==> src/rtl/reg_wb_pkg.sv <==
// Shared types and defaults for the register writeback queue.
package reg_wb_pkg;

   localparam int unsigned DEF_DATA_W = 32;
   localparam int unsigned DEF_ADDR_W = 6;

   typedef struct packed {
      logic [DEF_ADDR_W-1:0] addr;
      logic [DEF_DATA_W-1:0] data;
   } wb_entry_t;

   localparam logic [DEF_ADDR_W-1:0] REG_ZERO = '0;

endpackage

==> src/rtl/reg_wb_fifo.sv <==
// In-order writeback FIFO: up to two pushes and one pop per cycle, plus an
// age-ordered view of all slots (index 0 is the head) for forwarding.
module reg_wb_fifo
   import reg_wb_pkg::*;
#(
   parameter int unsigned DEPTH = 4
) (
   input  logic                   i_clk,
   input  logic                   i_rst_n,
   input  logic                   i_push0,
   input  wb_entry_t              i_entry0,
   input  logic                   i_push1,
   input  wb_entry_t              i_entry1,
   input  logic                   i_pop,
   output wb_entry_t              o_head,
   output logic [$clog2(DEPTH):0] o_count,
   output wb_entry_t [DEPTH-1:0]  o_entries
);

   localparam int unsigned PW = $clog2(DEPTH);
   localparam int unsigned CW = PW + 1;

   wb_entry_t     r_mem [DEPTH];
   logic [PW-1:0] r_wptr;
   logic [PW-1:0] r_rptr;
   logic [CW-1:0] r_count;
   logic [PW-1:0] w_wptr1;

   // The second push lands behind the first only when the first one is present.
   assign w_wptr1 = r_wptr + PW'(i_push0);

   always_ff @(posedge i_clk) begin
      if (i_push0) r_mem[r_wptr] <= i_entry0;
      if (i_push1) r_mem[w_wptr1] <= i_entry1;
   end

   always_ff @(posedge i_clk or negedge i_rst_n) begin
      if (!i_rst_n) begin
         r_wptr  <= '0;
         r_rptr  <= '0;
         r_count <= '0;
      end else begin
         r_wptr  <= r_wptr + PW'(i_push0) + PW'(i_push1);
         r_rptr  <= r_rptr + PW'(i_pop);
         r_count <= r_count + CW'(i_push0) + CW'(i_push1) - CW'(i_pop);
      end
   end

   assign o_head  = r_mem[r_rptr];
   assign o_count = r_count;

   always_comb begin
      for (int i = 0; i < DEPTH; i++) begin
         o_entries[i] = r_mem[r_rptr + PW'(i)];
      end
   end

endmodule

==> src/rtl/reg_wb_queue.sv <==
// Register-file writeback queue: two producers, one retire per cycle.
// Pending-write forwarding is built only when REG_WB_QUEUE_FWD_EN is defined.
module reg_wb_queue
   import reg_wb_pkg::*;
#(
   parameter int unsigned DATA_W = DEF_DATA_W,
   parameter int unsigned ADDR_W = DEF_ADDR_W,
   parameter int unsigned DEPTH  = 4
) (
   input  logic                   SYS_clk,
   input  logic                   SYS_rst_n,
   input  logic                   WBA_valid,
   output logic                   WBA_ready,
   input  logic [ADDR_W-1:0]      WBA_addr,
   input  logic [DATA_W-1:0]      WBA_data,
   input  logic                   WBB_valid,
   output logic                   WBB_ready,
   input  logic [ADDR_W-1:0]      WBB_addr,
   input  logic [DATA_W-1:0]      WBB_data,
   output logic                   REG_write_1,
   output logic [ADDR_W-1:0]      REG_address_wr,
   output logic [DATA_W-1:0]      REG_data_wb_in1,
   input  logic [ADDR_W-1:0]      FWD_addr1,
   output logic                   FWD_hit1,
   output logic [DATA_W-1:0]      FWD_data1,
   input  logic [ADDR_W-1:0]      FWD_addr2,
   output logic                   FWD_hit2,
   output logic [DATA_W-1:0]      FWD_data2,
   output logic [$clog2(DEPTH):0] WB_count,
   output logic                   WB_empty
);

   localparam int unsigned CW = $clog2(DEPTH) + 1;

   logic                  w_push0;
   logic                  w_push1;
   logic                  w_pop;
   logic                  w_nonempty;
   logic [CW-1:0]         w_count;
   wb_entry_t             w_head;
   wb_entry_t [DEPTH-1:0] w_entries;

   // Space is judged on the registered count only; a same-cycle pop frees nothing.
   assign WBA_ready = w_count < CW'(DEPTH);
   assign WBB_ready = (w_count + CW'(WBA_valid & WBA_ready)) < CW'(DEPTH);

   assign w_push0    = WBA_valid & WBA_ready & (WBA_addr != REG_ZERO);
   assign w_push1    = WBB_valid & WBB_ready & (WBB_addr != REG_ZERO);
   assign w_nonempty = w_count != '0;
   assign w_pop      = w_nonempty;

   reg_wb_fifo #(
      .DEPTH (DEPTH)
   ) u_fifo (
      .i_clk     (SYS_clk),
      .i_rst_n   (SYS_rst_n),
      .i_push0   (w_push0),
      .i_entry0  ('{addr: WBA_addr, data: WBA_data}),
      .i_push1   (w_push1),
      .i_entry1  ('{addr: WBB_addr, data: WBB_data}),
      .i_pop     (w_pop),
      .o_head    (w_head),
      .o_count   (w_count),
      .o_entries (w_entries)
   );

   assign REG_write_1     = w_nonempty;
   assign REG_address_wr  = w_nonempty ? w_head.addr : '0;
   assign REG_data_wb_in1 = w_nonempty ? w_head.data : '0;
   assign WB_count        = w_count;
   assign WB_empty        = !w_nonempty;

`ifdef REG_WB_QUEUE_FWD_EN
   // Scan oldest to youngest so the youngest matching entry wins.
   always_comb begin
      FWD_hit1  = 1'b0;
      FWD_data1 = '0;
      FWD_hit2  = 1'b0;
      FWD_data2 = '0;
      for (int i = 0; i < DEPTH; i++) begin
         if (CW'(i) < w_count) begin
            if (FWD_addr1 != REG_ZERO && w_entries[i].addr == FWD_addr1) begin
               FWD_hit1  = 1'b1;
               FWD_data1 = w_entries[i].data;
            end
            if (FWD_addr2 != REG_ZERO && w_entries[i].addr == FWD_addr2) begin
               FWD_hit2  = 1'b1;
               FWD_data2 = w_entries[i].data;
            end
         end
      end
   end
`else
   logic w_unused_fwd;
   assign w_unused_fwd = ^{FWD_addr1, FWD_addr2, w_entries};
   assign FWD_hit1     = 1'b0;
   assign FWD_data1    = '0;
   assign FWD_hit2     = 1'b0;
   assign FWD_data2    = '0;
`endif

endmodule
==> config.mk <==
export PLATFORM = sky130hd
export DESIGN_NAME = reg_wb_queue
export DESIGN_NICKNAME = d
export VERILOG_FILES = /design/src/rtl/reg_wb_pkg.sv /design/src/rtl/reg_wb_fifo.sv /design/src/rtl/reg_wb_queue.sv
export SDC_FILE = /design/constraint.sdc
export NUM_CORES = 1
export LEC_CHECK = 0
export CORE_MARGIN = 2
export CORE_UTILIZATION = 40
export DETAILED_ROUTE_END_ITERATION = 8
export PLACE_DENSITY_LB_ADDON = 0.15
export SLEW_MARGIN = 40
export SYNTH_ARGS = -nofsm -noshare
export SYNTH_HDL_FRONTEND = slang
export SYNTH_SLANG_ARGS = --single-unit
==> constraint.sdc <==
create_clock -name SYS_clk -period 5 [get_ports SYS_clk]
set_clock_uncertainty 0.1 [all_clocks]
set_input_delay 1 -clock SYS_clk [delete_from_list [all_inputs] [get_ports SYS_clk]]
set_output_delay 1 -clock SYS_clk [all_outputs]
set_load 0.01 [all_outputs]
# Word-level counts from Yosys, hierarchy flattened
# Memory sizes are Yosys's and may differ from the RTL's.
# Index checks and enable logic that the tools add are counted.
[totals]
out_inout_bits = 111
n_memories = 1
ramBits = 152
rom_bits = 0
latchBits = 0
ff_bits = 7
[classes]
addsub = 7
n_bitwise = 5
n_div = 0
n_shift = 0
n_reduce_logical = 4
order_cmp = 2
n_eq_ne = 0
multipliers = 0
mux = 6
[mem_list]
columns = ["memory", "depth", "word_bits", "read_ports", "rd_ports_with_merged_regs", "wr", "line", "text"]
rows = [
  ["u_fifo.r_mem", 4, 38, 1, 0, 2, "reg_wb_fifo.sv:23", "wb_entry_t r_mem [DEPTH];"],
]
[ops]
columns = ["op", "n"]
rows = [
  ["32-bit 2-to-1 mux", 1],
  ["6-bit nonzero test", 2],
  ["3-bit by 1-bit adder with 3-bit output", 3],
  ["2-bit by 1-bit adder with 2-bit output", 3],
  ["3-bit less-than comparator (second input constant)", 2],
  ["6-bit 2-to-1 mux", 1],
  ["1-bit AND", 5],
  ["1-bit 2-to-1 mux", 4],
  ["3-bit nonzero test", 1],
  ["3-bit by 1-bit subtractor with 3-bit output", 1],
  ["1-bit zero test", 1],
]

# Depth between registers and ports, before layout
[depth]
ltp_word = 8
mapped_depth = 9
mapped_depth_nobuf = 9

# Modules after synthesis
# From an unflattened synthesis, not the netlist that was laid out.
[unflattened]
cells_unflattened = 697
hier_area_um2 = 11559.8
[by_module_without_submodules]
columns = ["module", "area_each_um2", "instances", "seq_area_each_um2", "cells_each"]
rows = [
  ["reg_wb_fifo", 10742.8, 1, 4739.5, 579],
  ["reg_wb_queue", 817.0, 1, 0.0, 118],
]

# Least setup slack after synthesis
# Ideal clock, no wire load.
[synth_path]
kind = "input to register"
startpoint = "input WBA_addr[4]"
endpoint = "memory u_fifo.r_mem[2][0] (netlist name), enable pin"
slack_ns = 0.125
cell_stages = 8
arrival_time_ns = 4.044
t_required_ns = 4.169
path_buffers = 2
cell_sequence = "or4_1 -> o311a_1 -> ha_1 -> xnor2_1 -> or3_1 -> buf_6 -> buf_6 -> o21ai_0"
[synth_rtl]
columns = ["item", "line", "text"]
rows = [
  ["from (decl)", "reg_wb_queue.sv:14", "input logic [ADDR_W-1:0] WBA_addr,"],
  ["to (decl)", "reg_wb_fifo.sv:23", ""],
]

==> results.yml <==
global_routing:
  antenna_found_initial: 1
  grt_overflow: 0
  grt_max_degree: 41
  grt_use_total: 0.176
  grt_pass1_wl_microns: 28700
  grt_pass1_vias: 4918
timing:
  max_freq_mhz: 248
  fin_tns_setup_ns: 0
  hold_viol: 0
  final-max-slew-violation-count: 0
  period_needed_ns: 4.04
  finalCritPeriodShare: 0.808
  setup_viol: 0
  slew-limit-headroom: 0.518
  rsz0062_at_grt: "no"
  worst_pin_slew_ns: 0.720
clock_tree:
  cts_resized: 0
  clock_latency_ns: 0.42
  cts_tree: "done"
  cts.path.max_buffers: 2
  postCtsHoldBufs: 0
  htree_levels: 4
  cts_root_buffer: "clkbuf_16"
  numCtsBuffers: 17
  path_clk_slew_ns: 0.06
  post_cts_buffers: 0
  cts.sink_count: 159
floorplan:
  core_area_sq_mm: 0.0210
  io_pins: 203
  num_rows: 53
  fp.dieW_microns: 150
  die_h_microns: 150
  die_area_sq_mm: 0.0226
  initial_utilization: 0.408
drt:
  drtPass1Iterations: 4
  wl_microns: 19200
  wire_per_inst_microns: 20.5
  final_antenna_net_count: 0
  via_per_inst: 5.00
  num_vias: 4696
  drtIter0Drc: 165
  drc: 0
critical_path:
  critPathBufInv: 2
  crit_chain: "clkdlybuf4s50_1 > or4_1 > o311a_1 > ha_1 > xnor2_1 > or3_2 > buf_12 > mux2_2"
  slowest_delay_ns: 0.56
  worst_ep_required_time_ns: 5.07
  worst_path_max_delay_cell: "or4_1"
  crit_fanout: 16
  path_delay_family: "simple AND/OR/NAND/NOR gates"
  crit_type: "in -> reg"
  worstPathArrival_ns: 4.11
  startpoint_type: "input pin"
  critPathCaptureType: "flop"
synthesis:
  yosys.area.top_type_share: 0.532
  syn_area_sq_mm: 0.00858
  synth.distinct_cells: 30
  avgSynthCellArea_sq_um: 16.7
  yosysSeqAreaShare: 0.552
  ys_top_cells_by_area: "edfxtp_1, mux2_2, mux4_2"
  yosys_warnings: 0
  synth_seq_cells: 159
  synthCells: 515
  synth_largest_area_cell: "edfxtp_1"
power:
  power_density_mw_per_mm2: 575
  pwr-share-comb: 0.436
  seqPwrFrac: 0.357
  internal_power_mw: 4.19
  switching_share: 0.315
  p_switching_mw: 1.93
  p_leak_nw: 3.72
  vdd_drop_max_mv: 0.366
  clkPwrFrac: 0.207
final_layout:
  fillers: 1771
  multiInputGateArea_sq_mm: 0.00343
  areaGrowthSynthToFinish_pct: 23.9
  n_antenna_cell: 0
  final_util: 0.506
  final_nets: 749
  final-seq-area_sq_mm: 0.00475
  drive_gt1_frac: 0.383
worst_hold_path:
  hold_path_class: "reg -> reg"
placed_design:
  portBuffers: 124
  dpl.hpwl_microns: 12000
  place_congestion: 0.734
status:
  status: "completed"
run:
  drv_cap: 0
==> final cells by class <==
cell class	count	area share
Sequential cell	159	0.446
Multi-Input combinational cell	320	0.322
Timing Repair Buffer	146	0.143
Clock buffer	19	0.0407
Tap cell	275	0.0323
Clock inverter	13	0.0132
Inverter	7	0.00247
==> worst reg2reg max path, delay by kind of cell, from the launching register on <==
| kind | cells | cell delay (ns) |
|---|---|---|
| buf+inv | 3 | 0.76 |
| xor+xnor | 2 | 0.33 |
| fa+ha+maj | 3 | 1.13 |
| flops | 1 | 0.48 |
| simple gates | 1 | 0.22 |
==> cells by family (layout without fill, tap and decap cells) <==
family / count (synthesis) / after routing / synth area share
multiplexers: 190 / 190 / 0.307
flip-flops: 159 / 159 / 0.552
buffers and inverters: 101 / 185 / 0.0810
AND/OR/NAND/NOR: 46 / 46 / 0.0345
AO/OA/AOI/OAI: 7 / 7 / 0.00933
adder cells (fa/ha/maj): 6 / 6 / 0.0105
XOR/XNOR: 5 / 5 / 0.00510
other: 1 / 66 / 0.000437
==> stage by stage <==
step / cells / hold slack [ns] / power, mW / worst slack [ns] / cell area, sq um
after global routing: 939 / 0.629 / 6.44 / 0.875 / 10600
final: 939 / 0.600 / 6.12 / 0.962 / 10600
after global placement: 906 / 0.570 / 4.88 / 0.570 / 10000
after CTS: 939 / 0.604 / 6.22 / 0.989 / 10600
after detailed placement: 907 / 0.594 / 4.94 / 0.565 / 10100
after floorplan: 580 / 0.381 / 3.73 / 0.125 / 8830
==> synth_stat cells <==
cell      count
a31o_2        2
a31oi_4       1
and3_4        1
buf_2        10
buf_4        69
buf_6         6
clkbuf_1      9
conb_1        1
dfrtp_1       7
edfxtp_1    152
fa_1          2
ha_1          4
inv_1         6
inv_2         1
mux2_1        1
mux2_2      133
mux2_4       18
mux4_2       38
nand2b_1      1
nand3b_1      1
nor2b_1      38
nor3_1        1
nor3b_1       1
o21ai_0       2
o311a_1       1
o311a_4       1
or3_1         1
or4_1         2
xnor2_1       4
xor2_1        1
==> sequential cells by signal (all words and copies together), names as in the netlist <==
register and count:
u_fifo.r_mem 152, u_fifo.o_count 3, u_fifo.r_rptr 2, u_fifo.r_wptr 2
==> metal layers <==
layer | part of all wire | global-route usage
met1 | 0.41 | 0.217
met2 | 0.51 | 0.302
met3 | 0.065 | 0.0530
met4 | 0.010 | 0.0486
met5 | 0 | 0
==> path summary, 6_finish.rpt <==
kind | startpoint | to | slack (ns) | cells after the start
max reg2reg | u_fifo.o_count[0] | u_fifo.o_count[2] | 1.91 | 9
min in group asynchronous | SYS_rst_n | u_fifo.o_count[2] | 0.76 | 1
max in group asynchronous | SYS_rst_n | u_fifo.r_rptr[1] | 3.74 | 1
max | WBA_addr[4] | u_fifo.r_mem[2][4] | 0.96 | 8
min reg2reg | u_fifo.o_count[1] | u_fifo.o_count[2] | 0.60 | 2
min | u_fifo.o_count[1] | u_fifo.o_count[2] | 0.60 | 2
==> power groups by stage <==
stage          registers [mW]  clock network (mW)  logic [mW]
6_report                 2.18                1.26        2.67
5_1_grt                  2.23                1.34        2.87
4_1_cts                  2.19                1.29        2.73
3_5_place_dp             2.22                   0        2.72
3_3_place_gp             2.26                   0        2.62
2_1_floorplan            2.09                   0        1.63
==> layout by cell type (no fill, tap or decap) <==
master / Yosys / routed
clkinv_4: 0 / 3
clkdlybuf4s50_1: 0 / 124
buf_12: 0 / 9
o311a_1: 1 / 1
clkbuf_16: 0 / 17
inv_6: 0 / 1
nor3_2: 0 / 1
xnor2_1: 4 / 4
edfxtp_1: 152 / 152
or3_2: 0 / 1
a31oi_4: 1 / 1
o311a_4: 1 / 1
mux4_2: 38 / 38
nor3b_2: 0 / 1
ha_1: 4 / 4
a31o_2: 2 / 2
bufinv_16: 0 / 2
xor2_1: 1 / 1
clkinv_2: 0 / 3
mux2_1: 1 / 1
or4_1: 2 / 2
nand2b_1: 1 / 1
nand3b_1: 1 / 1
buf_4: 69 / 13
inv_2: 1 / 1
clkbuf_1: 9 / 2
inv_1: 6 / 6
conb_1: 1 / 66
dfrtp_4: 0 / 2
o21ai_4: 0 / 2
clkinvlp_4: 0 / 4
fa_1: 2 / 2
mux2_2: 133 / 133
dfrtp_1: 7 / 5
mux2_4: 18 / 18
and3_4: 1 / 1
nor2b_1: 38 / 38
Note: power is estimated with default switching activity, not from simulation.
==> patch 1, RTL diff (same settings) <==
`DEF_ADDR_W`: 6 -> 7.
--- a/src/rtl/reg_wb_pkg.sv
+++ b/src/rtl/reg_wb_pkg.sv
@@ -4,3 +4,3 @@
    localparam int unsigned DEF_DATA_W = 32;
-   localparam int unsigned DEF_ADDR_W = 6;
+   localparam int unsigned DEF_ADDR_W = 7;
 
Ports: changed (5 resized); port bits go from 203 to 208. The function was not compared with the original's and may differ.
==> patch 1 against the unedited design <==
Power is 3.2% higher. Sequential cell count is 4 higher. Area after synthesis is 4.1% higher. Utilization is 0.78 points lower. Sequential share of layout area hardly changed. Worst hold slack worse by 0.023 ns. Setup slack better by 0.022 ns. Critical path depth stayed put. Maximum frequency is 0.54% higher. Largest power group unchanged. Design area is 2.5% higher. Routed wire length is 5.7% higher.
==> patch 1: results (changes against the unedited design) <==
| Metric | Value |
|---|---|
| Reg-to-Reg Start | u_fifo.o_count[2]$_DFF_PN0_ |
| Top cells by count, synth | 156 x edfxtp_1, 111 x mux2_2, 68 x buf_4 |
| Clk sinks | 163 (+2.5%) |
| CP max-delay cell | or3_2 |
| Met1 Usage GRT | 21.6% (-0.079 points) |
| Routed length per instance | 21.2 um (+3.7%) |
| Status | completed |
| Vias in the first global route | 5074 (+3.2%) |
| Mean Syn Cell Area | 16.9 um^2 (+1.2%) |
| Slew of the pin with the lowest slew margin | 0.807 ns (+0.0865 ns) |
| IO Port Bufs | 127 (+2.4%) |
| Nets | 767 (+2.4%) |
| Met3 routed WL | 1.05 mm (-16%) |
| WP data arrival | 4.09 ns (-0.02 ns) |
| WL final | 20.3 mm (+5.7%) |
| Placement Setup Slack | 0.530 ns (-0.0356 ns) |
| Lkg Pwr | 3.85 nW (+3.6%) |
| Seq area share | 44.6% (about the same) |
| Total power | 0.00631 W (+3.2%) |
| Met3 GRT Util | 4.11% (-1.2 points) |
| Buffer share of cell area | 13.6% (-0.68 points) |
| Initial drt markers | 211 (+28%) |
| Hold wc startpoint | u_fifo.o_count[0]$_DFF_PN0_ |
| Antenna violations before repair | 0 (-1) |
| Largest net degree at the start of global routing | 28 (-32%) |
| Reg area | 4860 um^2 (+2.5%) |
-- patch 1: worst paths after layout --
path / end / cells past startpoint / slack (ns)
max: u_fifo.r_mem[2][0]$_DFFE_PP_ / 8 / 0.98
min: u_fifo.o_count[0]$_DFF_PN0_ / 1 / 0.58
max reg2reg: u_fifo.r_mem[2][30]$_DFFE_PP_ / 7 / 1.71
min reg2reg: u_fifo.o_count[0]$_DFF_PN0_ / 1 / 0.58
max in group asynchronous: u_fifo.r_rptr[0]$_DFF_PN0_ / 1 / 3.76
min in group asynchronous: u_fifo.r_wptr[1]$_DFF_PN0_ / 1 / 0.74
-- patch 1: logic make-up after synthesis --
kind of cell             count (synthesis)  share of synthesized area, %
XOR/XNOR                                 5                         0.490
AO/OA/AOI/OAI                            7                         0.700
AND/OR/NAND/NOR                         50                          3.57
adder cells (fa/ha/maj)                  6                          1.01
buffers and inverters                  103                          8.69
other                                    1                        0.0420
flip-flops                             163                          54.4
multiplexers                           195                          31.1
==> patch 2, RTL diff (same flow settings) <==
Made on the original files. Make the reset (`i_rst_n`) synchronous in one clocked block.
--- a/src/rtl/reg_wb_fifo.sv
+++ b/src/rtl/reg_wb_fifo.sv
@@ -36,3 +36,3 @@
 
-   always_ff @(posedge i_clk or negedge i_rst_n) begin
+   always_ff @(posedge i_clk) begin
       if (!i_rst_n) begin
Behaviour: differs if SYS_rst_n is asserted again (counterexample within 4 cycles, from zero or initial values and one cycle with SYS_rst_n low); with SYS_rst_n held inactive, the same outputs for 10 cycles.
==> patch 2 against the unedited design <==
Routed wire length up 1.7%. Die area shrank 0.34%. Non-clock buffer count decreased by 3. Power up 1.9%. Area after synthesis decreased by 0.35%. Register-to-register slack gained 0.22 ns. Sequential power fell by 2%. Synthesized cell count up 1.7%. Worst hold slack better by 0.041 ns. Global-route usage rose by 0.42 points. Sequential cell count unchanged. Largest power group unchanged. Highest routed layer unchanged. Setup slack better by 0.061 ns. Design area is essentially flat.
==> patch 2: results (changes against the unedited design) <==
| Metric | Value |
|---|---|
| Met1 Usage GRT | 22.4% (+0.70 points) |
| IO Port Bufs | 124 (unchanged) |
| Max VDD drop | 0.258 mV (-30%) |
| EDFF count, synth | 152 (unchanged) |
| Worst Hold Path Cells | 2 (unchanged) |
| Final Hold Vio Count | 0 (unchanged) |
| Routed length per instance | 20.7 um (+1.1%) |
| TritonCTS Buffers | 17 (unchanged) |
| Synth area leaders | edfxtp_1 53%, mux2_2 18%, mux4_2 10% |
| FILL cells | 1736 (-2.0%) |
| Initial drt markers | 258 (+56%) |
| Worst skew pair latency | 0.42 ns (about the same) |
| Biggest register | u_fifo.r_mem |
| Mean Syn Cell Area | 16.3 um^2 (-2.1%) |
| Post-layout util | 50.6% (about the same) |
| Nets | 755 (+0.80%) |
| GP Congestion | 0.708 (-3.6%) |
| Max reg flops | 152 (unchanged) |
| Compound-cell area share of the yosys netlist | 0.600% (-0.33 points) |
| Max Buffers Root-to-Sink | 2 (unchanged) |
| Worst-path clk slew | 0.06 ns (about the same) |
| CP max-delay cell | or4_1 |
| Register-to-Register Path Depth | 10 (+1) |
| Via count | 4746 (+1.1%) |
| Antenna violations before repair | 0 (-1) |
| WP data arrival | 4.05 ns (-0.06 ns) |
| Post-synthesis xor/xnor area fraction | 0.614% (+0.10 points) |
| Dpl cells | 913 (+0.66%) |
| Yosys warns | 0 (unchanged) |
| M2 GR Usage | 31.8% (+1.7 points) |
| Status | completed |
| Number of library cell types mapped by synthesis | 27 (-10%) |
| Top cells by count, synth | 152 x edfxtp_1, 134 x mux2_2, 70 x buf_4 |
| Fraction of layout cells with a size suffix above 1 | 37.5% (-0.79 points) |
| CP delay by family, top | simple AND/OR/NAND/NOR gates |
| Asr flop ratio synth | 0% (-4.4 points) |
| Max incr delay on CP | 0.58 ns (+0.02 ns) |
| Drt first pass iters | 6 (+2) |
| Met3 GRT Util | 3.70% (-1.6 points) |
| Lkg Pwr | 3.68 nW (-0.86%) |
| Fmax | 251 MHz (+1.5%) |
| Placed Area | 10000 um^2 (-0.63%) |
| Largest net degree at the start of global routing | 39 (-4.9%) |
| Worst Hold Class | flop to flop |
| Adder-cell share of the synthesized area | 1.05% (+0.0037 points) |
| Setup bufs post-CTS | 0 (unchanged) |
| Post-CTS sizing | 0 (unchanged) |
| Sequential share of the synthesized area | 55.0% (-0.22 points) |
| H-Tree Depth | 4 (unchanged) |
| CTS Root Cell | clkbuf_16 |
| Vias per inst | 5.02 (+0.42%) |
| Global-route usage over all layers | 18.0% (+0.42 points) |
| Critical Path Fanout Max | 18 (+2) |
| First-pass GRT wire length | 29.2 mm (+1.7%) |
| Vias in the first global route | 5056 (+2.8%) |
| Post-synthesis mux area share | 30.8% (+0.11 points) |
| Inserted Diodes | 0 (unchanged) |
| Slew of the pin with the lowest slew margin | 0.814 ns (+0.0936 ns) |
| DPL Wire Length | 12.4 mm (+3.4%) |
patch 2: changes by cell type in the layout (fill, tap and decap cells not counted), moves of 3 or more:
| cell | before | now |
|---|---|---|
| and2_1 | 0 | 7 |
| buf_12 | 9 | 4 |
| dfrtp_1 | 5 | 0 |
| dfxtp_1 | 0 | 5 |
| bufinv_16 | 2 | 5 |
patch 2: per-stage QoR:
stage,setup WS (ns),hold slack [ns]
3_5_place_dp,0.560,0.632
4_1_cts,1.01,0.651
3_3_place_gp,0.490,0.623
6_report,1.02,0.642
2_1_floorplan,0.273,0.460
5_1_grt,0.858,0.708
patch 2: report_power, final:
part	switching, W	total, W	internal (W)
Sequential	0.000157	0.00214	0.00198
Clock	0.000529	0.00141	0.000886
Combinational	0.00126	0.00268	0.00142
patch 2: final timing paths:
check	from	end	slack (ns)
max reg2reg	u_fifo.o_count[1]$_SDFF_PN0_	u_fifo.o_count[2]$_SDFF_PN0_	2.13
min	u_fifo.o_count[0]$_SDFF_PN0_	u_fifo.o_count[0]$_SDFF_PN0_	0.64
min reg2reg	u_fifo.o_count[0]$_SDFF_PN0_	u_fifo.o_count[0]$_SDFF_PN0_	0.64
max	WBA_addr[4]	u_fifo.r_mem[1][21]$_DFFE_PP_	1.02
patch 2: area by class of cell:
cell class	instances	share of cell area (%)
repair buffers	143	13.5
clock inverters	14	2.03
inverters	7	0.247
multi-input cells	329	32.7
flip-flops and latches	159	44.2
clock buffers	18	4.03
well taps	275	3.23
patch 2: layer usage:
metal,share of wire [%],up-vias
met2,52,162
met5,0,-
met3,4.5,18
met1,43,2413
li1,-,2153
met4,1.2,0
